==> config.mk <==
export PLATFORM = sky130hd
export DESIGN_NAME = obstacle_pool_controller
export DESIGN_NICKNAME = d
export VERILOG_FILES = /design/src/rtl/obstacle_pool_controller.sv
export SDC_FILE = /design/constraint.sdc
export NUM_CORES = 1
export LEC_CHECK = 0
export CORE_UTILIZATION = 64
export DETAILED_ROUTE_END_ITERATION = 8
export DONT_BUFFER_PORTS = 1
export PLACE_DENSITY = 0.83
export SETUP_SLACK_MARGIN = 0.2
export SKIP_CTS_REPAIR_TIMING = 1
export SYNTH_ARGS = -nofsm -noshare
export SYNTH_HDL_FRONTEND = slang
export SYNTH_SLANG_ARGS = --single-unit
==> constraint.sdc <==
create_clock -name CLOCK_50 -period 2.5 [get_ports CLOCK_50]
set_input_delay 0.625 -clock CLOCK_50 [delete_from_list [all_inputs] [get_ports CLOCK_50]]
set_output_delay 0.625 -clock CLOCK_50 [all_outputs]
set_load 0.005 [all_outputs]
==> src/rtl/obstacle_pool_controller.sv <==
// Pool of falling obstacles: allocates the lowest idle slot on spawn, moves
// every falling obstacle down by STEP on each frame tick and frees a slot
// once its obstacle passes the bottom of the visible area.
`timescale 1ns/1ps
module obstacle_pool_controller #(
  parameter int N_SLOTS  = 4,
  parameter int X_W      = 10,
  parameter int Y_W      = 10,
  parameter int SCREEN_H = 480,
  parameter int START_Y  = 0,
  parameter int STEP     = 4,
  parameter int TICK_DIV = 833333
) (
  input  logic                   CLOCK_50,
  input  logic                   reset,
  input  logic                   clear,
  input  logic                   pause,
  input  logic                   spawn_valid,
  input  logic [X_W-1:0]         spawn_x,
  input  logic [1:0]             spawn_type,
  output logic                   spawn_ready,
  output logic [N_SLOTS-1:0]     obstacle_active,
  output logic [N_SLOTS*X_W-1:0] obstacle_x,
  output logic [N_SLOTS*Y_W-1:0] obstacle_y,
  output logic [N_SLOTS*2-1:0]   obstacle_type,
  output logic                   tick,
  output logic [N_SLOTS-1:0]     despawn_mask
);

  localparam int CNT_W = (TICK_DIV > 2) ? $clog2(TICK_DIV) : 1;
  localparam logic [CNT_W-1:0] CNT_LAST   = CNT_W'(TICK_DIV - 1);
  localparam logic [Y_W:0]     SCREEN_LIM = (Y_W+1)'(SCREEN_H);
  localparam logic [Y_W:0]     STEP_EXT   = (Y_W+1)'(STEP);
  localparam logic [Y_W-1:0]   START_VAL  = Y_W'(START_Y);

  typedef enum logic {
    SLOT_IDLE    = 1'b0,
    SLOT_FALLING = 1'b1
  } slot_state_t;

  slot_state_t      state_r [N_SLOTS];
  logic [X_W-1:0]   x_r     [N_SLOTS];
  logic [Y_W-1:0]   y_r     [N_SLOTS];
  logic [1:0]       type_r  [N_SLOTS];
  logic [Y_W:0]     y_next_s[N_SLOTS];
  logic [N_SLOTS-1:0] alloc_oh_s;
  logic [N_SLOTS-1:0] despawn_r;
  logic [CNT_W-1:0] cnt_r;
  logic             tick_r;
  logic             accept_s;

  // Flatten per-slot registers onto the renderer buses.
  for (genvar g = 0; g < N_SLOTS; g++) begin : g_flat
    assign obstacle_active[g]          = (state_r[g] == SLOT_FALLING);
    assign obstacle_x[g*X_W +: X_W]    = x_r[g];
    assign obstacle_y[g*Y_W +: Y_W]    = y_r[g];
    assign obstacle_type[g*2 +: 2]     = type_r[g];
  end

  assign spawn_ready  = |(~obstacle_active);
  assign accept_s     = spawn_valid && spawn_ready && !clear;
  assign tick         = tick_r;
  assign despawn_mask = despawn_r;

  // Pick the lowest idle slot and precompute each slot's moved position.
  always_comb begin
    logic taken_s;
    taken_s    = 1'b0;
    alloc_oh_s = '0;
    for (int i = 0; i < N_SLOTS; i++) begin
      alloc_oh_s[i] = !taken_s && (state_r[i] == SLOT_IDLE);
      taken_s       = taken_s || (state_r[i] == SLOT_IDLE);
      y_next_s[i]   = {1'b0, y_r[i]} + STEP_EXT;
    end
  end

  // Frame tick divider: holds while paused, restarts on clear.
  always_ff @(posedge CLOCK_50 or negedge reset) begin
    if (!reset) begin
      cnt_r  <= '0;
      tick_r <= 1'b0;
    end else if (clear) begin
      cnt_r  <= '0;
      tick_r <= 1'b0;
    end else if (pause) begin
      cnt_r  <= cnt_r;
      tick_r <= 1'b0;
    end else begin
      tick_r <= (cnt_r == CNT_LAST);
      cnt_r  <= (cnt_r == CNT_LAST) ? '0 : cnt_r + CNT_W'(1);
    end
  end

  // Per-slot state machine: spawn loads an idle slot, ticks move falling
  // slots, and a slot leaving the screen returns to idle with a pulse.
  always_ff @(posedge CLOCK_50 or negedge reset) begin
    if (!reset) begin
      despawn_r <= '0;
      for (int i = 0; i < N_SLOTS; i++) begin
        state_r[i] <= SLOT_IDLE;
        x_r[i]     <= '0;
        y_r[i]     <= '0;
        type_r[i]  <= 2'b00;
      end
    end else if (clear) begin
      despawn_r <= '0;
      for (int i = 0; i < N_SLOTS; i++) begin
        state_r[i] <= SLOT_IDLE;
      end
    end else begin
      for (int i = 0; i < N_SLOTS; i++) begin
        despawn_r[i] <= 1'b0;
        case (state_r[i])
          SLOT_FALLING: begin
            if (tick_r) begin
              if (y_next_s[i] >= SCREEN_LIM) begin
                state_r[i]   <= SLOT_IDLE;
                despawn_r[i] <= 1'b1;
              end else begin
                y_r[i] <= y_next_s[i][Y_W-1:0];
              end
            end else begin
              y_r[i] <= y_r[i];
            end
          end
          SLOT_IDLE: begin
            if (accept_s && alloc_oh_s[i]) begin
              state_r[i] <= SLOT_FALLING;
              x_r[i]     <= spawn_x;
              y_r[i]     <= START_VAL;
              type_r[i]  <= spawn_type;
            end else begin
              state_r[i] <= SLOT_IDLE;
            end
          end
          default: begin
            state_r[i] <= SLOT_IDLE;
          end
        endcase
      end
    end
  end

endmodule

==> flow_summary.ini <==
[run_status]
status = finished, violations left
violations = DRC, hold timing

[logic_synthesis]
synthTopCellsByCount = dfrtp_1, mux2_2, nor2_1
netlist_instances = 498
syn_avg_cell_area_sq_um = 10.9
synth_ff_type = dfrtp_1
yosysUniqueCellTypes = 60
async_flop_share_pct = 100
synthTopCellsByArea = dfrtp_1, mux2_2, a31oi_1
yosys_warnings = 0
ys_seq_area_share_pct = 50.0
yosysMostFrequentCell = dfrtp_1
synth_top_area_share_pct = 50.0
synth-edff-count = 0
netlist_area_sq_um = 5450
yosys.area.top_type = dfrtp_1
ys_ff_latch = 109

[clock_network]
cts_buffer_depth = 2
clock_sinks = 109
numCtsBuffers = 9
cts_tree = yes
root_buffer = clkbuf_8
clock_latency_ns = 0.38
htree_levels = 3
clk_pin_slew_ns = 0.12

[placed_design]
place_congestion = 0.895
placed_area_sq_um = 5550
dp_hpwl_mm = 7.64
port_buffers = 0

[floorplanning]
io_pins = 115
initial_core_util_pct = 66.4
fp-row-count = 33
die-height_um = 94.3
coreArea_sq_um = 8220
die_w_um = 94.3
dieArea_sq_um = 8890

[pwr]
clockPowerShare_pct = 31.3
ir_drop_mv = 0.437
seqPwrFrac_pct = 60.5
switchingPower_uw = 986
p_leak_uw = 0.00261
power_uw = 3480
pwr-share-comb_pct = 8.2
p_int_uw = 2490
switching_share_pct = 28.4
powerDensity_nw_per_um2 = 604

[drt]
vias = 3834
drc_errors = 1
ant_nets = 0
routed_wl_mm = 11.2
drt_iter0_markers = 209
first_pass_iters = 7
via_per_inst = 6.27
wire_per_inst_um = 18.3

[global_route]
grt_max_degree = 110
antenna_found_initial = 0
globalRouteMet2Util_pct = 43.0
grt_usage_pct = 26.3
top_usage_layer = met2
grt_overflow = 0
use_met3_pct = 6.72
grt_pass1_vias = 3841
met1_usage_pct = 33.9
grt_pass1_wl_mm = 18.2

[cells_and_area]
drive_gt1_share_pct = 16.2
design_area_sq_um = 5760
nets = 528
synthToLayoutAreaGrowth_pct = 5.60
n_antenna_cell = 0
fillCellCount = 566

[sta]
rsz0062_at_grt = no
period_minus_slack_ns = 2.15
whs_ns = -0.0803
clock-skew-final_ns = 0.0154
maxSlewViolCount = 0
relSlewSlack_pct = 42.2
clock.fmax_mhz = 465
setup_viol = 0
fin_tns_setup_ns = 0
hold_viol = 109
post-route-period-util_pct = 85.9
worst_pin_slew_ns = 0.863

[worst_setup_path]
criticalPathCategory = register to register
reg2regPathDepth = 6
cp_max_fo = 8
worst_setup_path_end_kind = register
start_kind = register
cp.required_ns = 2.77
arrival_ns = 2.42

[job]
maxCapViolations = 0

[hold_path]
hold_path.class = primary input to asynchronous set/reset pin
registers in the layout (all words and copies together) (netlist names):
signal	cells
cnt_r	20
obstacle_active	4
despawn_mask	4
obstacle_y	32
obstacle_x	40
tick	1
obstacle_type	8
cell families after synthesis:
kind of cell	synth area share [%]
flops	50.0
xor+xnor	3.21
mux	12.1
simple gates	17.5
buf+inv	4.11
fa+ha+maj	2.29
compound gates	10.7
other cells	0.0688
routing by layer:
metal / share of wire [%] / wire [um]
met3: 7.9 / 886
met5: 0 / 0
met2: 49 / 5490
met4: 0.91 / 102
met1: 42 / 4730
final timing paths:
path	start	end	slack, ns
max	obstacle_y[2]	obstacle_y[6]	0.35
min	reset	obstacle_y[2]	-0.08
max reg2reg	obstacle_y[2]	obstacle_y[6]	0.35
min reg2reg	obstacle_x[37]	obstacle_x[37]	0.54
max in group asynchronous	reset	obstacle_y[8]	2.42
min in group CLOCK_50	pause	tick	0.30
worst max-delay path: stages (launching register included):
cell	delay (ns)
dfrtp_1	0.52
ha_1	0.29
nand3_1	0.11
xor2_1	0.22
and4b_1	0.26
a21oi_4	0.30
mux2_4	0.33
cells in the final DEF (no fill, tap or decap), types with 6 or more instances in the layout:
| cell type | n |
|---|---|
| xnor2_1 | 15 |
| nor3_1 | 7 |
| nand2_1 | 30 |
| nand3_1 | 26 |
| and3_1 | 15 |
| clkbuf_8 | 9 |
| mux2_2 | 40 |
| mux2i_1 | 9 |
| ha_1 | 10 |
| a21oi_1 | 11 |
| conb_1 | 8 |
| a21o_1 | 7 |
| nand4_1 | 9 |
| nor2b_1 | 9 |
| dfrtp_1 | 109 |
| a31oi_1 | 24 |
| mux2_1 | 8 |
| nor2_1 | 34 |
| inv_1 | 23 |
| buf_4 | 9 |
| nor4_1 | 6 |
| o21ai_0 | 14 |
area by class of cell:
class,count,area (sq um),share of cell area [%]
Sequential cell,109,2730,47.4
Multi-Input combinational cell,349,2530,44.0
Tap cell,105,131,2.28
Clock buffer,9,124,2.15
Clock inverter,7,88.8,1.54
Inverter,23,86.3,1.50
Timing Repair Buffer,9,67.6,1.17
through the flow:
step                      worst slack (ns)  std cells  util (%)  hold WS (ns)
after CTS                            0.346        611      70.1       -0.0904
after global routing                 0.205        611      70.1       -0.0916
final                                0.351        611      70.1       -0.0803
after floorplan                      0.532        505         -         0.329
after global placement               0.433        595      67.5         0.332
after detailed placement             0.395        595      67.5         0.332
power by group through the flow:
| stage | Combinational, uW | Sequential, uW | Clock [uW] |
|---|---|---|---|
| 6_report | 284 | 2110 | 1090 |
| 5_1_grt | 317 | 2140 | 1180 |
| 4_1_cts | 286 | 2110 | 1110 |
| 3_5_place_dp | 285 | 2140 | 0 |
| 3_3_place_gp | 267 | 2130 | 0 |
| 2_1_floorplan | 252 | 2090 | 0 |
(Power assumes the default switching activity.)
